<file path="config.mk">
export PLATFORM = sky130hd
export DESIGN_NAME = ccx_ic_router
export DESIGN_NICKNAME = d
export VERILOG_FILES = /design/src/rtl/ccx_ic_router.sv
export SDC_FILE = /design/constraint.sdc
export NUM_CORES = 1
export LEC_CHECK = 0
export CAP_MARGIN = 20
export CORE_AREA = 5 5 215 217
export DETAILED_ROUTE_END_ITERATION = 16
export DIE_AREA = 0 0 220 222
export DONT_BUFFER_PORTS = 1
export GPL_ROUTABILITY_DRIVEN = 0
export PLACE_DENSITY = 0.3
export SLEW_MARGIN = 20
export SYNTH_ARGS = -nofsm -noshare
export SYNTH_HDL_FRONTEND = slang
export SYNTH_SLANG_ARGS = --single-unit
export TNS_END_PERCENT = 20
</file>
<file path="constraint.sdc">
create_clock -name g_clk -period 3.15 [get_ports g_clk]
set_input_delay 0.945 -clock g_clk [delete_from_list [all_inputs] [get_ports g_clk]]
set_output_delay 0.945 -clock g_clk [all_outputs]
set_load 0.005 [all_outputs]
</file>
<file path="src/rtl/ccx_ic_router.sv">
// ccx_ic_router: one-requestor, two-responder address-decode router with registered response steering.
// Build option CCX_IC_ROUTER_ERR_EN: unmapped requests are absorbed by an internal error responder
// (granted at once, answered with err=1) and counted in unmapped_count; without it port 1 is the default
// responder for unmapped addresses and unmapped_count stays 0.
module ccx_ic_router #(
  parameter int AW = 39,
  parameter int DW = 64,
  parameter logic [AW-1:0] R0_BASE = 39'h00_0000_0000,
  parameter logic [AW-1:0] R0_MASK = 39'h7F_FFFF_0000,
  parameter logic [AW-1:0] R1_BASE = 39'h00_1000_0000,
  parameter logic [AW-1:0] R1_MASK = 39'h7F_F000_0000
) (
  input  logic            g_clk,
  input  logic            g_reset,
  input  logic            req_req,
  input  logic [AW-1:0]   req_addr,
  input  logic            req_wen,
  input  logic [DW/8-1:0] req_strb,
  input  logic [DW-1:0]   req_wdata,
  output logic            req_gnt,
  output logic            req_err,
  output logic [DW-1:0]   req_rdata,
  output logic            rsp_0_req,
  output logic [AW-1:0]   rsp_0_addr,
  output logic            rsp_0_wen,
  output logic [DW/8-1:0] rsp_0_strb,
  output logic [DW-1:0]   rsp_0_wdata,
  input  logic            rsp_0_gnt,
  input  logic            rsp_0_err,
  input  logic [DW-1:0]   rsp_0_rdata,
  output logic            rsp_1_req,
  output logic [AW-1:0]   rsp_1_addr,
  output logic            rsp_1_wen,
  output logic [DW/8-1:0] rsp_1_strb,
  output logic [DW-1:0]   rsp_1_wdata,
  input  logic            rsp_1_gnt,
  input  logic            rsp_1_err,
  input  logic [DW-1:0]   rsp_1_rdata,
  output logic [15:0]     unmapped_count
);
  typedef enum logic [1:0] {NONE, P0, P1, ERR} sel_t;
`ifdef CCX_IC_ROUTER_ERR_EN
  localparam logic ERR_GNT = 1'b1;
`else
  localparam logic ERR_GNT = 1'b0;
`endif
  sel_t rsp_sel, sel_next;
  logic hit0, win1, hit1, miss;
  assign hit0 = (req_addr & R0_MASK) == R0_BASE;
  assign win1 = (req_addr & R1_MASK) == R1_BASE;
  // Without the error responder, anything not claimed by port 0 falls through to port 1.
  assign hit1 = !hit0 && (win1 || !ERR_GNT);
  assign miss = !hit0 && !hit1;
  assign rsp_0_req = req_req && hit0;
  assign rsp_1_req = req_req && hit1;
  assign {rsp_0_addr, rsp_0_wen, rsp_0_strb, rsp_0_wdata} = {req_addr, req_wen, req_strb, req_wdata};
  assign {rsp_1_addr, rsp_1_wen, rsp_1_strb, rsp_1_wdata} = {req_addr, req_wen, req_strb, req_wdata};
  assign req_gnt = (hit0 && rsp_0_gnt) || (hit1 && rsp_1_gnt) || (miss && ERR_GNT);
  // Remember which target owes the response due next cycle.
  always_ff @(posedge g_clk)
    if (g_reset) rsp_sel <= NONE;
    else rsp_sel <= sel_next;
  // Next routing target and response mux driven from the current routing state.
  always_comb begin
    sel_next = (req_req && req_gnt) ? (hit0 ? P0 : hit1 ? P1 : ERR) : NONE;
    req_rdata = rsp_sel == P0 ? rsp_0_rdata : rsp_sel == P1 ? rsp_1_rdata : '0;
    req_err = rsp_sel == P0 ? rsp_0_err : rsp_sel == P1 ? rsp_1_err : rsp_sel == ERR;
  end
`ifdef CCX_IC_ROUTER_ERR_EN
  // Saturating count of requests absorbed by the error responder.
  always_ff @(posedge g_clk)
    if (g_reset) unmapped_count <= '0;
    else if (req_req && miss && unmapped_count != 16'hFFFF) unmapped_count <= unmapped_count + 16'd1;
`else
  assign unmapped_count = '0;
`endif
endmodule

</file>
* After elaboration in Yosys (flattened, before gate mapping)
Index checks and enable logic that the tools add are counted.
** Storage, ports and cells
- Register bits :: 2
- Latch bits :: 0
- Memory bits (writable) :: 0
- Memory bits (read-only) :: 0
- Input port bits :: 247
- Logic and storage cells :: 19
- Memories :: 0
** Operators by class
- Add/sub/neg operators :: 0
- Multiply operators :: 0
- Div/mod/pow operators :: 0
- Order comparisons :: 0
- Equal/unequal tests :: 3
- Shifts and indexed selects :: 0
- Muxes and demuxes :: 5
- Bitwise operators :: 1
- Reduce and logical (&&, ||, !) cells :: 9
** Operators with widths (count)
- two-way mux 64 bit :: 2
- logical NOT 39 bit :: 1
- logical AND 1 bit :: 5
- == test 2 bit, second input constant :: 2
- == test 2 x 1 -> 1 bit, second input constant :: 1
- two-way mux 1 bit :: 2
- two-way mux 2 bit :: 1
- OR reduction 2 bit :: 1
- logical NOT 1 bit :: 1
- logical OR 1 bit :: 1
- NOT 1 bit :: 1

* Logic depth before layout (Yosys ltp)
- Depth after elaboration :: 7
- Gate-level depth with buffers :: 4

* Worst setup path after synthesis
No wires, ideal clock.
- Path type :: in2out
- Start :: in req_addr[32]
- End :: out req_gnt
- Arrival time :: 1835 ps
- Path slack :: 370 ps
- Cell stages on the path :: 4
- Buffers on the path :: 0
- Cell sequence :: nor4_1 > nand4_1 > nor2_2 > mux2_2
** On the way
- Longest elaborated chain between the ends :: 4
** Ends and longest elaborated chain
- from (decl) :: line 16 : input logic [AW-1:0] req_addr,
- logical NOT 39 bit (*) :: line 49 : assign hit0 = (req_addr & R0_MASK) == R0_BASE;
- logical NOT 1 bit
- logical AND 1 bit :: line 58 : assign req_gnt = (hit0 && rsp_0_gnt) || (hit1 && rsp_1_gnt) || (miss && ERR_GNT);
- logical OR 1 bit (*) :: line 58
- to (decl) :: line 20 : output logic req_gnt,
Mark *: on every way between the ends. The rest lies on a longest branch, timed or not.

* Worst setup path in the final report
- Start :: in req_addr[26]
- End :: out req_gnt
The elaborated chain is that of the path after synthesis.

==> impl_metrics.json <==
{
  "core_um2": 43900,
  "setup_tns_ns": 0,
  "crit_family": "simple AND/OR/NAND/NOR gates",
  "drtAntennaViolNets": 0,
  "ys_async_sr_fraction_pct": 0,
  "syn_area_um2": 2600,
  "period_share_pct": 96.6,
  "cts_max_level": 1,
  "largest_reg_flops": 2,
  "vias": 1326,
  "netlist_top_cells_area": "buf_4 69%, a22o_1 22%, buf_2 2.7%",
  "yosysTopAreaCellShare_pct": 69.2,
  "dr.pass1.iters": 4,
  "end_kind": "output port",
  "via_per_inst": 1.89,
  "finalHoldViolCount": 0,
  "drtIter0Drc": 63,
  "cts_tree": "yes",
  "powerDensity_nw_per_um2": 161,
  "hold_path.class": "in -> reg",
  "cts_num_sinks": 2,
  "fmax_mhz": 329,
  "ys_warn_count": 0,
  "grt_max_degree": 65,
  "ios": 555,
  "clockBufferDepth": 2,
  "cp.arrival_ns": 2.10,
  "fill_cells": 5249,
  "reg_top3": "rsp_sel: 2 flops",
  "max_stage_delay_ns": 0.40,
  "synth_ff_type": "dfxtp_1",
  "die_area_um2": 48800,
  "port_buffers": 0,
  "ys_ff_latch": 2,
  "cts_setup_buffers": 0,
  "status": "finished, final reports clean",
  "root_buffer": "clkbuf_16",
  "std_cell_rows": 77,
  "routedWlPerCell_um": 14.2,
  "chipHeight_um": 222,
  "slew_violations": 0,
  "cp-start-kind": "primary input",
  "synth_area_per_cell_um2": 7.66,
  "synth_top_area_cell": "buf_4",
  "grtUsageTotal_pct": 3.32,
  "p_leak_uw": 0.000373,
  "initial_utilization_pct": 5.93,
  "die_w_um": 220,
  "setup_viol": 0,
  "path_max_fanout": 3,
  "crit_slowest_cell": "mux2_2",
  "drc": 0,
  "drt-total-wl_um": 9950,
  "fin_nets": 356,
  "grt_pass1_vias": 1417,
  "synthCells": 340,
  "cp_data_required_time_ns": 2.20,
  "yosysSeqAreaShare_pct": 1.54,
  "yosysUniqueCellTypes": 18,
  "antenna_found_initial": 4,
  "drive_gt1_share_pct": 14.0,
  "clkTransAtPathRegs_ns": 0.03,
  "largest_register": "rsp_sel",
  "path_buf_inv": 0,
  "total_power_uw": 270,
  "overflow": 0,
  "numCtsBuffers": 3,
  "synth_common_cells": "240 x buf_4, 64 x a22o_1, 14 x buf_2",
  "rsz0062_at_grt": "no",
  "period_minus_slack_ns": 3.04,
  "grt_pass1_wl_um": 11300,
  "synth_most_common_cell": "buf_4",
  "maxCapViolations": 0,
  "cp_cell_sequence": "nor4_1, nand4_1, nor2_2, mux2_2",
  "synth_edf_count": 0,
  "worstSetupPathType": "in -> out",
  "area_delta_synth_final_pct": -35.6,
  "vdd_drop_max_v": 0.000157
}
==> what timing repair did <==
item	4_1_cts	5_1_grt
hold buffers	0	0
gates resized for setup	0	1
setup endpoints to repair	0	2
==> through the flow <==
step | std cells | worst slack, ns | hold WS [ns] | util, % | cell area [um2]
after global routing | 699 | 0.0141 | 1.02 | 3.81 | 1670
final | 700 | 0.107 | 0.997 | 3.82 | 1680
after floorplan | 355 | 0.370 | 1.17 | - | 2660
after global placement | 696 | 0.0803 | 1.23 | 3.63 | 1590
after CTS | 699 | 0.0277 | 1.01 | 3.80 | 1670
after detailed placement | 696 | 0.0317 | 1.24 | 3.63 | 1590
==> cell usage in the layout, fill, tap and decap left out, drive strengths merged <==
cell     n
nand4    1
diode    1
buf      3
nand2    1
and4b    1
nor3     1
nor2b    2
conb    16
mux2     1
nor4     5
dfxtp    2
and2b    1
and4bb   1
clkbuf   3
and2     1
a22o    64
a21oi    1
nor2     3
==> routing by layer <==
metal / global-route usage, % / part of all wire, %
met4: 1.05 / 1.9
met5: 0.909 / 1.1
met2: 4.74 / 41
met3: 3.70 / 24
met1: 3.05 / 32
==> report_power, final <==
group	internal (uW)	switching, uW
clock network	161	27.2
logic	24.1	30.7
registers	26.1	0.818
==> area by class of cell <==
class	instances	area, um2	share of cell area [%]
timing repair buffer	3	47.5	2.84
tap	592	741	44.2
multi-input combinational	99	771	46.0
clock buffer	3	75.1	4.48
sequential	2	40.0	2.39
antenna	1	2.50	0.149
==> final timing paths <==
path                    startpoint          to  slack, ns  depth (start not counted)
worst min-delay path       req_req  rsp_sel[0]        1.0                          1
worst max-delay path  req_addr[26]     req_gnt       0.11                          4
==> kinds of logic (layout without fill, tap and decap cells) <==
logic type	count (synthesis)	after routing	share of synthesized area, %
buf+inv	254	6	71.9
simple gates	17	17	4.32
mux	1	1	0.432
flops	2	2	1.54
other cells	1	17	0.144
compound gates	65	65	21.7
(Power assumes the default switching activity.)
